## config.mk

```make
export PLATFORM = sky130hd
export DESIGN_NAME = int_prio_arb
export DESIGN_NICKNAME = d
export VERILOG_FILES = /design/src/rtl/int_prio_arb.sv
export SDC_FILE = /design/constraint.sdc
export NUM_CORES = 1
export LEC_CHECK = 0
export CAP_MARGIN = 20
export CORE_UTILIZATION = 54
export DETAILED_ROUTE_END_ITERATION = 12
export PLACE_DENSITY = 0.78
export SLEW_MARGIN = 20
export SYNTH_ARGS = -nofsm -noshare
export SYNTH_HDL_FRONTEND = slang
export SYNTH_SLANG_ARGS = --single-unit
```

## constraint.sdc

```tcl
create_clock -name clk -period 3.9 [get_ports clk]
set_input_delay 1.17 -clock clk [delete_from_list [all_inputs] [get_ports clk]]
set_output_delay 1.17 -clock clk [all_outputs]
set_load 0.02 [all_outputs]
```

## src/rtl/int_prio_arb.sv

```systemverilog
// Interrupt priority arbiter: selects one eligible source (fixed or round-robin),
// presents it to the CPU, and runs the ack / end-of-interrupt handshake.
module int_prio_arb #(
  parameter int unsigned N     = 5,
  parameter int unsigned VEC_W = 3
) (
  input  logic             clk,
  input  logic             resetn,
  input  logic [N-1:0]     int_pend,
  input  logic [N-1:0]     int_mask,
  input  logic             rr_en,
  output logic             irq,
  output logic [VEC_W-1:0] irq_vec,
  input  logic             irq_ack,
  input  logic             eoi,
  output logic [N-1:0]     int_clr,
  output logic [N-1:0]     in_service
);

  typedef enum logic [1:0] {
    IDLE    = 2'd0,
    REQ     = 2'd1,
    SERVICE = 2'd2
  } state_t;

  state_t           state_q, state_d;
  logic             irq_d;
  logic [VEC_W-1:0] vec_d;
  logic [N-1:0]     clr_d;
  logic [N-1:0]     svc_d;
  logic [VEC_W-1:0] rr_ptr, ptr_d;

  logic [N-1:0]     eligible;
  logic [VEC_W-1:0] win_vec;
  logic [N-1:0]     cur_onehot;

  assign eligible   = int_pend & ~int_mask;
  assign cur_onehot = N'(1) << irq_vec;

  // Scan N positions starting at the base index, wrapping modulo N; the
  // first eligible hit wins. Fixed mode is simply a scan from index 0.
  always_comb begin
    int unsigned base;
    int unsigned idx;
    logic        found;
    win_vec = '0;
    found   = 1'b0;
    base    = rr_en ? 32'(rr_ptr) : 32'd0;
    for (int unsigned i = 0; i < N; i++) begin
      idx = base + i;
      if (idx >= N) idx = idx - N;
      if (!found && eligible[idx[VEC_W-1:0]]) begin
        found   = 1'b1;
        win_vec = idx[VEC_W-1:0];
      end
    end
  end

  always_comb begin
    state_d = state_q;
    irq_d   = 1'b0;
    vec_d   = irq_vec;
    clr_d   = '0;
    svc_d   = in_service;
    ptr_d   = rr_ptr;
    unique case (state_q)
      IDLE: begin
        if (|eligible) begin
          vec_d   = win_vec;
          irq_d   = 1'b1;
          state_d = REQ;
        end
      end
      REQ: begin
        // Ack takes precedence over a same-cycle withdrawal.
        if (irq_ack) begin
          svc_d   = cur_onehot;
          clr_d   = cur_onehot;
          state_d = SERVICE;
        end else if (!eligible[irq_vec]) begin
          state_d = IDLE;
        end else begin
          irq_d = 1'b1;
        end
      end
      SERVICE: begin
        if (eoi) begin
          svc_d   = '0;
          ptr_d   = (irq_vec == VEC_W'(N - 1)) ? '0 : irq_vec + VEC_W'(1);
          state_d = IDLE;
        end
      end
      default: state_d = IDLE;
    endcase
  end

  always_ff @(posedge clk or negedge resetn) begin
    if (!resetn) begin
      state_q    <= IDLE;
      irq        <= 1'b0;
      irq_vec    <= '0;
      int_clr    <= '0;
      in_service <= '0;
      rr_ptr     <= '0;
    end else begin
      state_q    <= state_d;
      irq        <= irq_d;
      irq_vec    <= vec_d;
      int_clr    <= clr_d;
      in_service <= svc_d;
      rr_ptr     <= ptr_d;
    end
  end

endmodule

```

== After elaboration in Yosys (flattened, before gate mapping) ==
Index checks and enable logic that the tools add are counted.

* Register bits after elaboration: 19
* Bits in latches: 0
* Bits in writable memories: 0
* Memory bits (read-only): 0
* Input bits: 15
* Output and inout bits: 14
* Word-level logic and storage cells: 94
* Memories: 0

* $add $sub $neg: 10
* Multipliers: 0
* Div/mod/pow operators: 0
* $lt $le $gt $ge: 11
* Equality and inequality tests: 7
* Shift operators: 1
* Muxes and demuxes: 42
* Bitwise operators: 2
* Reductions and logical operators: 15

{| class="wikitable"
|+ Operator list
! kind !! count
|-
| 3-bit two-way mux || 12
|-
| 3-bit by 4-bit < comparator with 1-bit output, second input constant || 6
|-
| 5-bit two-way mux || 4
|-
| 1-bit binary-select mux with 3-bit select || 6
|-
| 4-bit by 3-bit >= comparator with 1-bit output, second input constant || 4
|-
| 3-bit subtractor, second input constant || 5
|-
| 1-bit two-way mux || 13
|-
| 5-bit one-hot mux with 2 select lines || 1
|-
| 3-bit by 2-bit adder with 4-bit output, second input constant || 2
|-
| 2-bit two-way mux || 4
|-
| 2-bit inequality test, second input constant || 3
|-
| 2-bit one-hot mux with 3 select lines || 1
|-
| 3-bit AND reduction || 2
|-
| 5-bit bitwise AND || 1
|-
| 5-bit NOT || 1
|-
| 5-bit OR reduction || 1
|-
| 1-bit by 3-bit << shifter with 5-bit output, first input constant || 1
|-
| 3-bit by 1-bit adder with 4-bit output, second input constant || 1
|-
| 3-bit by 3-bit adder with 4-bit output, second input constant || 1
|-
| 1-bit logical AND || 4
|-
| 1-bit logical NOT || 4
|-
| 2-bit AND reduction || 2
|-
| 3-bit by 1-bit adder with 3-bit output, second input constant || 1
|-
| 3-bit == test, second input constant || 1
|-
| 7 further kinds || 7
|}

== Longest topological paths before layout ==
* Word-level depth: 18
* Gate-level depth with buffers: 12
* Depth with buffers taken out: 11

== Least setup slack after synthesis ==
No wires, ideal clock.

* Path type: input port to flip-flop
* From: input rr_en
* To: register irq_vec[1]
* Setup time: 0.082 ns
* Arrival time: 3.612 ns
* Data required time: 3.818 ns
* Path slack: 0.207 ns
* Stages: 12
* Path buffers: 1
* Path through: buf_4 nand2_4 inv_2 ha_1 a21o_4 o211ai_4 mux2_4 o2bb2ai_2 or4_4 nand4b_1 and2_1 a31oi_1

* Longest elaborated chain between the ends: 18
* Elaborated cells between the ends (all ways): 47
* Classes of those cells: add/sub (9); order compare (5); mux (25); reduce/logical (8)

{| class="wikitable"
|+ RTL lines
! item !! line !! RTL
|-
| start, declared || 11 || <nowiki>input logic rr_en,</nowiki>
|-
| 3-bit two-way mux (*) || 48 || <nowiki>base = rr_en ? 32'(rr_ptr) : 32'd0;</nowiki>
|-
| parallel branches: the longest is 16 deep, another holds 3-bit by 1-bit adder with 4-bit output || -- ||
|-
| 3-bit two-way mux (*) || 52 || <nowiki>if (!found && eligible[idx[VEC_W-1:0]]) begin</nowiki>
|-
| end signal, assigned || 108 || <nowiki>irq_vec <= vec_d;</nowiki>
|-
| end, declared || 13 || <nowiki>output logic [VEC_W-1:0] irq_vec,</nowiki>
|}

Every way passes the cells marked *. The select of a mux whose other input is x is not followed.
A chain may end at the register's enable or synchronous reset.

== Worst setup path in the final report ==
Same ends and word-level chain as after synthesis.

==> summary.md <==
| Metric | Value |
|---|---|
| Status | completed |
| Total GRT Usage | 33.6% |
| Post-Place Cells | 328 |
| Final core occ | 81.2% |
| Synth top area share | 26.1% |
| ANT cells | 0 |
| Worst reg2reg setup slack | 0.73 ns |
| Hold EP | in_service[3] |
| Clock Latency Late Sink | 0.31 ns |
| Core Area | 3130 µm² |
| HPWL Detailed | 4470 µm |
| Final setup fails | 0 |
| Die height | 60.1 µm |
| Maximum vdd drop | 0.000365 V |
| GPL Wtd Cong | 0.972 |
| Mean Syn Cell Area | 8.65 µm² |
| Arr. time, crit path | 3.99 ns |
| Worst Setup End Kind | flip-flop |
| Final ANT Viol Nets | 0 |
| Total Nets Final | 317 |
| WP data required | 4.13 ns |
| Leading area contributor after synthesis | dfrtp_1 |
| Worst-Margin Slew | 0.806 ns |
| First drt pass iteration count | 6 |
| RSZ-0062 raised after global routing | no |
| P_leak | 1.19 nW |
| GR Overflow Total | 0 |
| Most common cell after layout, fill and taps aside | buf_4 |
| Critical path's slowest cell | or4_4 |
| Fmax | 266 MHz |
| Die Area | 3610 µm² |
| Mapped Area | 1820 µm² |
| Die width | 60.1 µm |
| Hold WC Path Type | flip-flop to flip-flop |
| Largest net degree at the start of global routing | 20 |
| Final Cycle Share | 96.3% |
| Seq/Total Area, Yosys | 26.1% |
| Post-synth net total | 238 |
| I/O Buffers | 28 |
| Row Count | 20 |
| Root Buffer | clkbuf_4 |
| CTS Buffer Depth | 2 |
| First-pass GRT wire length | 8970 µm |
| Number of warnings issued by yosys | 0 |
| WP buf/inv | 1 |
| Worst-path cell chain | dlygate4sd2_1 > nand2_2 > ha_1 > nand4b_1 > o211ai_4 > mux2_4 > o2bb2ai_2 > or4_4 > nand4b_1 > and2_1 > a31oi_1 |
| CTS tree | yes |
| Initial core utilization | 58.3% |
| Maxcap violations | 0 |
| Area growth syn-to-layout | 39.2% |
| Cts bufs inserted | 3 |
| Final Non-Filler Cells | 333 |
| Slew Viols, Final | 0 |
| R2R depth | 12 |
| Boundary Pins | 29 |
| Post-DR wirelength/cell | 16.8 µm |
| Share of post-route cells with drive strength above 1 | 26.0% |
| CTS Sinks | 19 |
| Ranking of synthesized cells by area | dfrtp_1 26%, ha_1 8.2%, nand2_1 4.3% |
| WL final | 5600 µm |
| Crit Path Category | primary input to flip-flop |
| Vias in the first global route | 1951 |
| Tot Pwr | 1.61 mW |
| Vias | 1989 |
| Max H-tree Level | 1 |
| Vias per cell | 5.97 |
| Most used cell, CP | nand4b_1 |
| Largest stage delay, worst path | 0.53 ns |
| Clock-pin transition on the worst setup and hold timing paths | 0.11 ns |
| Cell count after synthesis | 211 |
| Startpoint types | primary input |
| Cell Pwr Density | 634 nW/µm² |
| DRC | 0 |
| Synth async-reset ratio | 100% |
| Hold path start | in_service[3] |
| Reg2Reg Launch Point | rr_ptr[2] |
| EDFF count, synth | 0 |
| Most used DFF post-synth | dfrtp_1 |
| Rel. slew slack | 46.1% |
| Layout Skew | 0.00302 ns |
| Worst-path maximum fanout | 4 |
| First DRT Iteration DRCs | 118 |
| Commonest cells after routing, fill and taps aside | 51 x buf_4, 27 x clkdlybuf4s50_1, 20 x nand2_1 |
| Family with the most delay on the worst path | simple AND/OR/NAND/NOR gates |
| Yosys cell types | 63 |
| Fin. Hold Viols | 0 |
| Hold Crit Depth | 1 |
| Fin crit period | 3.76 ns |
| Initial antenna violation count | 0 |
| #FFs+latches synth | 19 |
| Critical R2R Capture | irq_vec[1] |
timing repair:
action                                  4_1_cts  5_1_grt
hold buffers                                  0        0
buffers inserted                              1        0
endpoints found under the setup margin        1        0
gates resized for setup                       2        0
sequential cells by signal (all words and copies together) (netlist names):
name	flops
rr_ptr	3
int_clr	5
irq	1
in_service	5
state_q	2
irq_vec	3
worst max-delay path by stage:
stage          startpoint  cells after the start    endpoint
4_1_cts             rr_en                     13  irq_vec[1]
5_1_grt             rr_en                     12  irq_vec[1]
3_3_place_gp        rr_en                     11  irq_vec[1]
6_report            rr_en                     11  irq_vec[1]
2_1_floorplan       rr_en                     12  irq_vec[1]
3_5_place_dp        rr_en                     11  irq_vec[1]
kinds of logic (layout without fill, tap and decap cells):
| family | after synthesis | count (layout) | share of synthesized area (%) |
|---|---|---|---|
| compound gates | 58 | 58 | 23.9 |
| xor+xnor | 3 | 3 | 1.44 |
| buf+inv | 15 | 93 | 3.77 |
| fa+ha+maj | 12 | 12 | 8.23 |
| mux | 9 | 9 | 6.58 |
| flops | 19 | 19 | 26.1 |
| simple gates | 95 | 95 | 30.0 |
per-stage QoR:
stage          instance area, µm²  worst slack [ns]  setup TNS, ns  hold slack (ns)
2_1_floorplan                1820             0.207              0            0.495
3_3_place_gp                 2500            -0.246         -0.585            0.458
3_5_place_dp                 2500            -0.415         -0.957            0.465
4_1_cts                      2540             0.214              0            0.489
5_1_grt                      2540            0.0172              0            0.521
6_report                     2540             0.143              0            0.486
report_power, final:
| part | switching, mW | internal (mW) |
|---|---|---|
| clock | 0.0634 | 0.0384 |
| sequential | 0.0961 | 0.266 |
| combinational | 0.576 | 0.570 |
| total | 0.736 | 0.874 |
synth_stat cells, types with 3 or more instances:
cell       count
nor4_1         4
a21o_1         7
and2_1         8
o31ai_1        4
mux2i_1        6
nor2b_1        8
nand4_1        4
a2bb2oi_1      3
a211oi_1       3
nand3_1        5
a31oi_1        4
ha_1          12
nand2_1       21
inv_1          8
dfrtp_1       19
nand2b_1       4
xnor2_1        3
o21ai_0        8
a21oi_1        6
nor2_1        16
and3_1         3
area by class of cell:
cell class	count	area (µm²)
Clock buffer	3	22.5
Clock inverter	1	5.00
Fill cell	208	588
Inverter	10	37.5
Multi-Input combinational cell	177	1280
Sequential cell	19	475
Tap cell	44	55.1
Timing Repair Buffer	79	662
layer usage:
metal | track usage (%) | routed length, µm | vias to the layer above
li1 | - | - | 937
met1 | 43.4 | 2390 | 960
met2 | 57.0 | 2790 | 80
met3 | 5.63 | 304 | 12
met4 | 9.63 | 110 | 0
met5 | 0 | 0 | -
No activity file was read; power rests on OpenSTA's default activity.
